`config.mk`:
```
export PLATFORM = sky130hd
export DESIGN_NAME = ocl_multi_cmd_bridge_flat
export DESIGN_NICKNAME = d
export VERILOG_FILES = /design/src/rtl/ocl_multi_cmd_bridge_if.sv /design/src/rtl/ocl_multi_cmd_bridge.sv /design/src/flat_wrapper.sv
export SDC_FILE = /design/constraint.sdc
export NUM_CORES = 1
export LEC_CHECK = 0
export ABC_AREA = 1
export CORE_MARGIN = 4
export CORE_UTILIZATION = 49
export DETAILED_ROUTE_END_ITERATION = 8
export PLACE_DENSITY = 0.79
export SLEW_MARGIN = 10
export SYNTH_ARGS = -nofsm -noshare
export SYNTH_HDL_FRONTEND = slang
export SYNTH_SLANG_ARGS = --single-unit
```
`constraint.sdc`:
```
create_clock -name clk -period 3.5 [get_ports clk]
set_clock_uncertainty 0.15 [all_clocks]
set_input_delay 0.35 -clock clk [delete_from_list [all_inputs] [get_ports clk]]
set_output_delay 0.35 -clock clk [all_outputs]
set_load 0.05 [all_outputs]
```
`src/rtl/ocl_multi_cmd_bridge_if.sv`:
```
`timescale 1ns/1ps
`default_nettype none
// ============================================================================
// Module      : ocl_multi_cmd_bridge_if
// Description : AXI-Lite 32b slave bus plus node-engine command/response
//               streams for the multi-channel OCL command bridge.
// Revision    : 1.0 - initial release
// ============================================================================
interface ocl_multi_cmd_bridge_if #(
   parameter int NUM_CH = 4
);
   localparam int CH_W = (NUM_CH > 1) ? $clog2(NUM_CH) : 1;

   // AXI-Lite write address / data / response
   logic              awvalid;
   logic              awready;
   logic [31:0]       awaddr;
   logic              wvalid;
   logic              wready;
   logic [31:0]       wdata;
   logic [3:0]        wstrb;
   logic              bvalid;
   logic [1:0]        bresp;
   logic              bready;

   // AXI-Lite read address / data
   logic              arvalid;
   logic              arready;
   logic [31:0]       araddr;
   logic              rvalid;
   logic [31:0]       rdata;
   logic [1:0]        rresp;
   logic              rready;

   // Command stream towards the node engine
   logic              cmd_valid;
   logic              cmd_ready;
   logic [CH_W-1:0]   cmd_ch;
   logic [2:0]        cmd_op;
   logic              cmd_mo;
   logic [27:0]       cmd_id;

   // Response stream from the node engine
   logic              rsp_valid;
   logic              rsp_ready;
   logic [2:0]        rsp_op;
   logic              rsp_mo;
   logic [27:0]       rsp_id;

   modport slave (
      input  awvalid, awaddr, wvalid, wdata, wstrb, bready,
      input  arvalid, araddr, rready,
      input  cmd_ready,
      input  rsp_valid, rsp_op, rsp_mo, rsp_id,
      output awready, wready, bvalid, bresp,
      output arready, rvalid, rdata, rresp,
      output cmd_valid, cmd_ch, cmd_op, cmd_mo, cmd_id,
      output rsp_ready
   );

   modport master (
      output awvalid, awaddr, wvalid, wdata, wstrb, bready,
      output arvalid, araddr, rready,
      output cmd_ready,
      output rsp_valid, rsp_op, rsp_mo, rsp_id,
      input  awready, wready, bvalid, bresp,
      input  arready, rvalid, rdata, rresp,
      input  cmd_valid, cmd_ch, cmd_op, cmd_mo, cmd_id,
      input  rsp_ready
   );
endinterface
`default_nettype wire

```
`src/rtl/ocl_multi_cmd_bridge.sv`:
```
`timescale 1ns/1ps
`default_nettype none
// ============================================================================
// Module      : ocl_multi_cmd_bridge
// Description : AXI-Lite slave that turns host writes into per-channel
//               commands (command FIFO) and returns node results to host
//               reads (response FIFO), with error responses and drop status.
// Revision    : 1.0 - initial release
// ============================================================================
module ocl_multi_cmd_bridge #(
   parameter int          NUM_CH    = 4,
   parameter int          CMD_DEPTH = 16,
   parameter int          RSP_DEPTH = 16,
   parameter logic [31:0] CMD_BASE  = 32'h500,
   parameter logic [31:0] RSP_ADDR  = 32'h600,
   parameter logic [31:0] STAT_ADDR = 32'h604
) (
   input  logic                   clk,
   input  logic                   rst,
   ocl_multi_cmd_bridge_if.slave  bus
);
   localparam int CH_W    = (NUM_CH > 1) ? $clog2(NUM_CH) : 1;
   localparam int CMD_AW  = $clog2(CMD_DEPTH);
   localparam int CMD_CW  = CMD_AW + 1;
   localparam int RSP_AW  = $clog2(RSP_DEPTH);
   localparam int RSP_CW  = RSP_AW + 1;
   localparam int CMD_EW  = CH_W + 32;

   localparam logic [1:0]  RESP_OKAY   = 2'b00;
   localparam logic [1:0]  RESP_SLVERR = 2'b10;
   localparam logic [1:0]  RESP_DECERR = 2'b11;
   localparam logic [31:0] RSP_EMPTY_MARK = 32'hE000_0000;
   localparam logic [31:0] CMD_SPAN = 32'(4 * NUM_CH);

   typedef enum logic [1:0] {W_IDLE = 2'd0, W_DATA = 2'd1, W_RESP = 2'd2} wr_state_t;
   typedef enum logic [0:0] {R_IDLE = 1'b0, R_RESP = 1'b1} rd_state_t;

   // ---------------------------------------------------------------- state
   wr_state_t          r_wr_state;
   logic               r_awready;
   logic               r_wready;
   logic               r_bvalid;
   logic [1:0]         r_bresp;
   logic [31:0]        r_wr_addr;
   logic [7:0]         r_drop_cnt;

   rd_state_t          r_rd_state;
   logic               r_arready;
   logic               r_rvalid;
   logic [31:0]        r_rdata;
   logic [1:0]         r_rresp;

   logic [CMD_EW-1:0]  r_cmd_mem [CMD_DEPTH];
   logic [CMD_AW-1:0]  r_cmd_wp;
   logic [CMD_AW-1:0]  r_cmd_rp;
   logic [CMD_CW-1:0]  r_cmd_cnt;

   logic [31:0]        r_rsp_mem [RSP_DEPTH];
   logic [RSP_AW-1:0]  r_rsp_wp;
   logic [RSP_AW-1:0]  r_rsp_rp;
   logic [RSP_CW-1:0]  r_rsp_cnt;

   // ---------------------------------------------------------------- decode
   logic [31:0]        w_wr_off;
   logic               w_wr_is_cmd;
   logic [CH_W-1:0]    w_wr_ch;
   logic [2:0]         w_wr_op;
   logic               w_wr_fire;
   logic               w_wr_drop;
   logic               w_wr_clr;
   logic [1:0]         w_wr_resp;
   logic               w_cmd_full;
   logic               w_cmd_push;
   logic               w_cmd_pop;

   logic [31:0]        w_rd_off;
   logic               w_rd_is_cmd;
   logic               w_ar_fire;
   logic [31:0]        w_rd_data;
   logic [1:0]         w_rd_resp;
   logic               w_rsp_full;
   logic               w_rsp_empty;
   logic               w_rsp_push;
   logic               w_rsp_pop;
   logic [31:0]        w_stat;

   assign w_cmd_full  = (r_cmd_cnt == CMD_CW'(CMD_DEPTH));
   assign w_rsp_full  = (r_rsp_cnt == RSP_CW'(RSP_DEPTH));
   assign w_rsp_empty = (r_rsp_cnt == '0);

   assign w_wr_off    = r_wr_addr - CMD_BASE;
   assign w_wr_is_cmd = (w_wr_off < CMD_SPAN) && (w_wr_off[1:0] == 2'b00);
   assign w_wr_ch     = CH_W'(w_wr_off >> 2);
   assign w_wr_op     = (bus.wdata[31:29] <= 3'd3) ? bus.wdata[31:29] : 3'd4;
   assign w_wr_fire   = r_wready && bus.wvalid;

   // Write decode: classify the beat at the W handshake (full sampled pre-pop)
   always_comb begin
      w_wr_drop  = 1'b0;
      w_wr_clr   = 1'b0;
      w_cmd_push = 1'b0;
      w_wr_resp  = RESP_DECERR;
      if (w_wr_is_cmd) begin
         if ((bus.wstrb != 4'hF) || w_cmd_full) begin
            w_wr_drop = w_wr_fire;
            w_wr_resp = RESP_SLVERR;
         end else begin
            w_cmd_push = w_wr_fire;
            w_wr_resp  = RESP_OKAY;
         end
      end else if (r_wr_addr == STAT_ADDR) begin
         w_wr_clr  = w_wr_fire;
         w_wr_resp = RESP_OKAY;
      end
   end

   assign w_cmd_pop   = (r_cmd_cnt != '0) && bus.cmd_ready;

   assign w_rd_off    = bus.araddr - CMD_BASE;
   assign w_rd_is_cmd = (w_rd_off < CMD_SPAN) && (w_rd_off[1:0] == 2'b00);
   assign w_ar_fire   = r_arready && bus.arvalid;
   assign w_stat      = {r_drop_cnt, 8'(r_rsp_cnt), 8'(r_cmd_cnt), 6'b0, w_rsp_empty, w_cmd_full};

   // Read decode: data captured at the AR handshake; no rsp bypass
   always_comb begin
      w_rsp_pop = 1'b0;
      w_rd_data = 32'h0;
      w_rd_resp = RESP_OKAY;
      if (bus.araddr == RSP_ADDR) begin
         if (!w_rsp_empty) begin
            w_rd_data = r_rsp_mem[r_rsp_rp];
            w_rsp_pop = w_ar_fire;
         end else begin
            w_rd_data = RSP_EMPTY_MARK;
         end
      end else if (bus.araddr == STAT_ADDR) begin
         w_rd_data = w_stat;
      end else if (!w_rd_is_cmd) begin
         w_rd_resp = RESP_DECERR;
      end
   end

   assign w_rsp_push = bus.rsp_valid && !w_rsp_full;

   // Write channel FSM with registered handshake outputs and drop counter
   always_ff @(posedge clk) begin
      if (rst) begin
         r_wr_state <= W_IDLE;
         r_awready  <= 1'b1;
         r_wready   <= 1'b0;
         r_bvalid   <= 1'b0;
         r_bresp    <= RESP_OKAY;
         r_wr_addr  <= 32'h0;
         r_drop_cnt <= 8'h0;
      end else begin
         case (r_wr_state)
            W_IDLE: begin
               if (bus.awvalid) begin
                  r_wr_addr  <= bus.awaddr;
                  r_awready  <= 1'b0;
                  r_wready   <= 1'b1;
                  r_wr_state <= W_DATA;
               end
            end
            W_DATA: begin
               if (bus.wvalid) begin
                  r_wready   <= 1'b0;
                  r_bvalid   <= 1'b1;
                  r_bresp    <= w_wr_resp;
                  r_wr_state <= W_RESP;
                  if (w_wr_clr) begin
                     r_drop_cnt <= 8'h0;
                  end else if (w_wr_drop && (r_drop_cnt != 8'hFF)) begin
                     r_drop_cnt <= r_drop_cnt + 8'h1;
                  end
               end
            end
            W_RESP: begin
               if (bus.bready) begin
                  r_bvalid   <= 1'b0;
                  r_bresp    <= RESP_OKAY;
                  r_awready  <= 1'b1;
                  r_wr_state <= W_IDLE;
               end
            end
            default: begin
               r_wr_state <= W_IDLE;
               r_awready  <= 1'b1;
               r_wready   <= 1'b0;
               r_bvalid   <= 1'b0;
            end
         endcase
      end
   end

   // Read channel FSM: one outstanding read, data held until rready
   always_ff @(posedge clk) begin
      if (rst) begin
         r_rd_state <= R_IDLE;
         r_arready  <= 1'b1;
         r_rvalid   <= 1'b0;
         r_rdata    <= 32'h0;
         r_rresp    <= RESP_OKAY;
      end else begin
         case (r_rd_state)
            R_IDLE: begin
               if (bus.arvalid) begin
                  r_arready  <= 1'b0;
                  r_rvalid   <= 1'b1;
                  r_rdata    <= w_rd_data;
                  r_rresp    <= w_rd_resp;
                  r_rd_state <= R_RESP;
               end
            end
            R_RESP: begin
               if (bus.rready) begin
                  r_arready  <= 1'b1;
                  r_rvalid   <= 1'b0;
                  r_rdata    <= 32'h0;
                  r_rresp    <= RESP_OKAY;
                  r_rd_state <= R_IDLE;
               end
            end
            default: begin
               r_rd_state <= R_IDLE;
               r_arready  <= 1'b1;
               r_rvalid   <= 1'b0;
            end
         endcase
      end
   end

   // Command FIFO storage (no reset needed: guarded by the count)
   always_ff @(posedge clk) begin
      if (w_cmd_push) begin
         r_cmd_mem[r_cmd_wp] <= {w_wr_ch, w_wr_op, bus.wdata[28], bus.wdata[27:0]};
      end
   end

   // Command FIFO pointers and occupancy
   always_ff @(posedge clk) begin
      if (rst) begin
         r_cmd_wp  <= '0;
         r_cmd_rp  <= '0;
         r_cmd_cnt <= '0;
      end else begin
         if (w_cmd_push) r_cmd_wp <= r_cmd_wp + 1'b1;
         if (w_cmd_pop)  r_cmd_rp <= r_cmd_rp + 1'b1;
         case ({w_cmd_push, w_cmd_pop})
            2'b10:   r_cmd_cnt <= r_cmd_cnt + 1'b1;
            2'b01:   r_cmd_cnt <= r_cmd_cnt - 1'b1;
            default: r_cmd_cnt <= r_cmd_cnt;
         endcase
      end
   end

   // Response FIFO storage
   always_ff @(posedge clk) begin
      if (w_rsp_push) begin
         r_rsp_mem[r_rsp_wp] <= {bus.rsp_op, bus.rsp_mo, bus.rsp_id};
      end
   end

   // Response FIFO pointers and occupancy
   always_ff @(posedge clk) begin
      if (rst) begin
         r_rsp_wp  <= '0;
         r_rsp_rp  <= '0;
         r_rsp_cnt <= '0;
      end else begin
         if (w_rsp_push) r_rsp_wp <= r_rsp_wp + 1'b1;
         if (w_rsp_pop)  r_rsp_rp <= r_rsp_rp + 1'b1;
         case ({w_rsp_push, w_rsp_pop})
            2'b10:   r_rsp_cnt <= r_rsp_cnt + 1'b1;
            2'b01:   r_rsp_cnt <= r_rsp_cnt - 1'b1;
            default: r_rsp_cnt <= r_rsp_cnt;
         endcase
      end
   end

   // ---------------------------------------------------------------- outputs
   assign bus.awready   = r_awready;
   assign bus.wready    = r_wready;
   assign bus.bvalid    = r_bvalid;
   assign bus.bresp     = r_bresp;
   assign bus.arready   = r_arready;
   assign bus.rvalid    = r_rvalid;
   assign bus.rdata     = r_rdata;
   assign bus.rresp     = r_rresp;
   assign bus.cmd_valid = (r_cmd_cnt != '0);
   assign {bus.cmd_ch, bus.cmd_op, bus.cmd_mo, bus.cmd_id} = r_cmd_mem[r_cmd_rp];
   assign bus.rsp_ready = !w_rsp_full;

endmodule
`default_nettype wire

```
`src/flat_wrapper.sv`:
```
// flat-port wrapper written by rule: the top's interface ports become plain ports
module ocl_multi_cmd_bridge_flat 
#(
   parameter int          NUM_CH    = 4,
   parameter int          CMD_DEPTH = 16,
   parameter int          RSP_DEPTH = 16,
   parameter logic [31:0] CMD_BASE  = 32'h500,
   parameter logic [31:0] RSP_ADDR  = 32'h600,
   parameter logic [31:0] STAT_ADDR = 32'h604
)
  (clk, rst, bus_awvalid, bus_awaddr, bus_wvalid, bus_wdata, bus_wstrb, bus_bready, bus_arvalid, bus_araddr, bus_rready, bus_cmd_ready, bus_rsp_valid, bus_rsp_op, bus_rsp_mo, bus_rsp_id, bus_awready, bus_wready, bus_bvalid, bus_bresp, bus_arready, bus_rvalid, bus_rdata, bus_rresp, bus_cmd_valid, bus_cmd_ch, bus_cmd_op, bus_cmd_mo, bus_cmd_id, bus_rsp_ready);
  ocl_multi_cmd_bridge_if #(.NUM_CH(NUM_CH)) bus_i ();
  input  logic clk;
  input  logic rst;
  input wire logic [$bits(bus_i.awvalid)-1:0] bus_awvalid;
  input wire logic [$bits(bus_i.awaddr)-1:0] bus_awaddr;
  input wire logic [$bits(bus_i.wvalid)-1:0] bus_wvalid;
  input wire logic [$bits(bus_i.wdata)-1:0] bus_wdata;
  input wire logic [$bits(bus_i.wstrb)-1:0] bus_wstrb;
  input wire logic [$bits(bus_i.bready)-1:0] bus_bready;
  input wire logic [$bits(bus_i.arvalid)-1:0] bus_arvalid;
  input wire logic [$bits(bus_i.araddr)-1:0] bus_araddr;
  input wire logic [$bits(bus_i.rready)-1:0] bus_rready;
  input wire logic [$bits(bus_i.cmd_ready)-1:0] bus_cmd_ready;
  input wire logic [$bits(bus_i.rsp_valid)-1:0] bus_rsp_valid;
  input wire logic [$bits(bus_i.rsp_op)-1:0] bus_rsp_op;
  input wire logic [$bits(bus_i.rsp_mo)-1:0] bus_rsp_mo;
  input wire logic [$bits(bus_i.rsp_id)-1:0] bus_rsp_id;
  output wire logic [$bits(bus_i.awready)-1:0] bus_awready;
  output wire logic [$bits(bus_i.wready)-1:0] bus_wready;
  output wire logic [$bits(bus_i.bvalid)-1:0] bus_bvalid;
  output wire logic [$bits(bus_i.bresp)-1:0] bus_bresp;
  output wire logic [$bits(bus_i.arready)-1:0] bus_arready;
  output wire logic [$bits(bus_i.rvalid)-1:0] bus_rvalid;
  output wire logic [$bits(bus_i.rdata)-1:0] bus_rdata;
  output wire logic [$bits(bus_i.rresp)-1:0] bus_rresp;
  output wire logic [$bits(bus_i.cmd_valid)-1:0] bus_cmd_valid;
  output wire logic [$bits(bus_i.cmd_ch)-1:0] bus_cmd_ch;
  output wire logic [$bits(bus_i.cmd_op)-1:0] bus_cmd_op;
  output wire logic [$bits(bus_i.cmd_mo)-1:0] bus_cmd_mo;
  output wire logic [$bits(bus_i.cmd_id)-1:0] bus_cmd_id;
  output wire logic [$bits(bus_i.rsp_ready)-1:0] bus_rsp_ready;
  assign bus_i.awvalid = bus_awvalid;
  assign bus_i.awaddr = bus_awaddr;
  assign bus_i.wvalid = bus_wvalid;
  assign bus_i.wdata = bus_wdata;
  assign bus_i.wstrb = bus_wstrb;
  assign bus_i.bready = bus_bready;
  assign bus_i.arvalid = bus_arvalid;
  assign bus_i.araddr = bus_araddr;
  assign bus_i.rready = bus_rready;
  assign bus_i.cmd_ready = bus_cmd_ready;
  assign bus_i.rsp_valid = bus_rsp_valid;
  assign bus_i.rsp_op = bus_rsp_op;
  assign bus_i.rsp_mo = bus_rsp_mo;
  assign bus_i.rsp_id = bus_rsp_id;
  assign bus_awready = bus_i.awready;
  assign bus_wready = bus_i.wready;
  assign bus_bvalid = bus_i.bvalid;
  assign bus_bresp = bus_i.bresp;
  assign bus_arready = bus_i.arready;
  assign bus_rvalid = bus_i.rvalid;
  assign bus_rdata = bus_i.rdata;
  assign bus_rresp = bus_i.rresp;
  assign bus_cmd_valid = bus_i.cmd_valid;
  assign bus_cmd_ch = bus_i.cmd_ch;
  assign bus_cmd_op = bus_i.cmd_op;
  assign bus_cmd_mo = bus_i.cmd_mo;
  assign bus_cmd_id = bus_i.cmd_id;
  assign bus_rsp_ready = bus_i.rsp_ready;
  ocl_multi_cmd_bridge #(.NUM_CH(NUM_CH), .CMD_DEPTH(CMD_DEPTH), .RSP_DEPTH(RSP_DEPTH), .CMD_BASE(CMD_BASE), .RSP_ADDR(RSP_ADDR), .STAT_ADDR(STAT_ADDR)) u_core (.clk(clk), .rst(rst), .bus(bus_i));
endmodule
```
==> impl_metrics.json <==
{
  "numCtsBuffers": 114,
  "yosys_warnings": 0,
  "fin_nets": 4120,
  "antenna_found_initial": 11,
  "synth_area_per_cell_um2": 12.6,
  "die_x_um": 319,
  "hold_class": "input pin to register",
  "startpoint_type": "register",
  "wire_per_inst_um": 22.4,
  "async_reset_ff_share_pct": 0,
  "clk_pin_slew_ns": 0.06,
  "syn_area_um2": 47300,
  "cts_max_level": 3,
  "cts_tree": "done",
  "finalSetupViolations": 0,
  "use_met3_pct": 4.52,
  "worst-setup-path-type": "register to register",
  "drive_above_1_share_pct": 9.76,
  "yosysSeqAreaShare_pct": 72.0,
  "maxCapViolations": 0,
  "rsz0062_at_grt": "no",
  "syn_to_final_growth_pct": 17.3,
  "fmax_ghz": 0.311,
  "grtUsageTotal_pct": 22.8,
  "routed_via_density": 5.89,
  "pin_count": 218,
  "drt_iter0_markers": 3828,
  "portBuffers": 217,
  "grt_use_met1_pct": 29.5,
  "syn_nets": 3904,
  "dieArea_um2": 102000,
  "synth_seq_cells": 1173,
  "final_max_slew_viol_count": 0,
  "clkLatencyLatePin_ns": 0.73,
  "worst_pin_slew_ns": 1.22,
  "drc": 0,
  "final_area_um2": 55500,
  "start_util_pct": 49.6,
  "pre_cts_ws_ns": 0.0445,
  "synth_edf_count": 1056,
  "final_util_pct": 58.2,
  "setup_ws_ns": 0.282,
  "fin_hold_ws_ns": 0.0987,
  "clockBufferDepth": 3,
  "grt.busiest_layer": "met2",
  "gr-total-overflow": 0,
  "fillers": 7127,
  "num_vias": 31400,
  "antenna_left": 0,
  "required_ns": 3.95,
  "clock_sinks": 1173,
  "row_count": 113,
  "fp.coreArea_um2": 95400,
  "totalPowerFinal_w": 0.0339,
  "holdPathStages": 3,
  "place_area_um2": 51700,
  "place_congestion": 0.827,
  "leakage_nw": 18.6,
  "path_max_fanout": 5,
  "status": "finished clean",
  "multi_input_area_um2": 11700,
  "grt_pass1_wl_mm": 181,
  "ys.flop_type": "edfxtp_1",
  "grt_pass1_vias": 30700,
  "die_h_um": 319,
  "met2_usage_pct": 38.5,
  "finalHoldViolCount": 0,
  "power_density_nw_per_um2": 612,
  "finalCritPeriodShare_pct": 91.9,
  "cp-end-kind": "register",
  "root_buffer": "clkbuf_16",
  "reg2reg_depth": 21,
  "period_needed_ns": 3.22,
  "max-vdd-ir-drop_v": 0.000554,
  "dr.pass1.iters": 6,
  "grt_max_degree": 157,
  "synthCells": 3744,
  "timing.slew.headroom_pct": 18.6,
  "worstPathArrival_ns": 3.66,
  "routed_wl_mm": 119,
  "synth_cell_types": 54,
  "regArea_um2": 34100,
  "dp_hpwl_mm": 67.7
}
## path summary, 6_finish.rpt
path	startpoint	to	slack [ns]
worst min-delay path	bus_arvalid	u_core.r_rd_state	0.1
worst max-delay path	u_core.r_wr_addr[0]	u_core.r_cmd_cnt[3]	0.28
worst max register to register	u_core.r_wr_addr[0]	u_core.r_cmd_cnt[3]	0.28
worst min register to register	u_core.r_wr_addr[6]	u_core.r_wr_addr[6]	0.31
## cell type report
| class | count | area share, % |
|---|---|---|
| well taps | 1265 | 2.85 |
| inverters | 254 | 1.74 |
| clock buffers | 139 | 5.31 |
| diodes | 10 | 0.0451 |
| clock inverters | 75 | 1.36 |
| flip-flops and latches | 1173 | 61.4 |
| repair buffers | 326 | 6.15 |
| multi-input cells | 2091 | 21.1 |
## critical path, cell delays in order, from the launching register on
cell and delay (ns):
dfxtp_1 0.30, or2_2 0.32, nor2_1 0.15, nand3_1 0.09, nor2_1 0.13, nand2_1 0.07, nor2_1 0.09, nand2_1 0.10
nor2_4 0.16, nand2_4 0.09, nor2_8 0.10, nand2_4 0.05, ha_1 0.22, buf_4 0.17, nor2_1 0.24, nor2_4 0.09
nand3_1 0.09, o311ai_0 0.17, nand2_1 0.10, nand2_1 0.05, o221ai_1 0.14, inv_1 0.05
## kinds of logic after synthesis
logic type	count (synthesis)	share of synthesized area (%)
DFF	1173	72.0
AOI/OAI and AO/OA	1061	12.8
and+or+nand+nor	865	7.73
buffers and inverters	480	3.89
muxes	136	2.88
adders and majority gates	19	0.518
xor gates and xnor gates	10	0.185
## metrics by stage
stage          instances  setup TNS (ns)
6_report            5333               0
5_1_grt             5327               0
4_1_cts             5322               0
3_5_place_dp        5107               0
3_3_place_gp        5107               0
2_1_floorplan       3744          -69.92
## cell usage after synthesis, types with 3 or more instances
cell	instances	area share (%)
nor4_1	7	0.093
nor3_1	23	0.24
nand2_1	243	1.9
clkinv_1	5	0.040
nand3_1	110	1.2
buf_2	19	0.20
o221ai_1	65	1.2
nor2_4	4	0.095
buf_1	16	0.13
nor2_2	10	0.13
a21oi_1	225	2.4
a31oi_1	14	0.19
o21ai_0	533	5.6
nor2_1	429	3.4
o22ai_1	63	0.83
dfxtp_1	117	5.0
mux2i_1	136	2.9
o21a_1	3	0.048
xnor2_1	3	0.056
inv_2	5	0.040
ha_1	18	0.48
nand4_1	21	0.28
inv_1	244	1.9
clkbuf_1	188	1.5
xor2_1	7	0.13
nand3_2	5	0.11
o211ai_1	140	2.2
o31ai_1	5	0.079
edfxtp_1	1056	67
## cell usage in the layout, fill, tap and decap left out, types with 65 or more instances in the layout
master,Yosys,layout
nand2_1,243,241
clkdlybuf4s50_1,0,182
clkbuf_16,0,114
o211ai_1,140,140
mux2i_1,136,136
a21oi_1,225,225
o221ai_1,65,65
inv_1,244,242
dfxtp_1,117,108
buf_4,1,101
edfxtp_1,1056,1056
nor2_1,429,389
o21ai_0,533,532
nand3_1,110,110
## routing by layer
layer / wire, µm / vias up
li1: - / 14200
met2: 59000 / 1603
met1: 45600 / 15300
met4: 3980 / 2
met3: 10700 / 256
met5: 20 / -
## sequential cells by signal, summed over array words and instances (netlist names), 2 cells and up, named ones only
signal and cells:
u_core.bus.bresp 2, u_core.bus.rdata 32, u_core.r_cmd_cnt 5, u_core.r_cmd_mem 544, u_core.r_cmd_rp 4, u_core.r_cmd_wp 4, u_core.r_drop_cnt 8, u_core.r_rsp_cnt 5
u_core.r_rsp_mem 512, u_core.r_rsp_rp 4, u_core.r_rsp_wp 4, u_core.r_wr_addr 32, u_core.r_wr_state 2
## report_power, final
| part | switching, W | total (W) | internal (W) |
|---|---|---|---|
| combinational | 0.00425 | 0.00636 | 0.00211 |
| clock | 0.00528 | 0.0120 | 0.00671 |
| sequential | 0.000183 | 0.0156 | 0.0154 |
| total | 0.00971 | 0.0339 | 0.0242 |
## what timing repair did
action	4_1_cts	5_1_grt
hold buffers	1	0
endpoints found under the setup margin	0	2
setup buffers	0	1
endpoints found under the hold margin	11	0
resized for setup	0	20
Note: power is estimated with default switching activity, not from simulation.
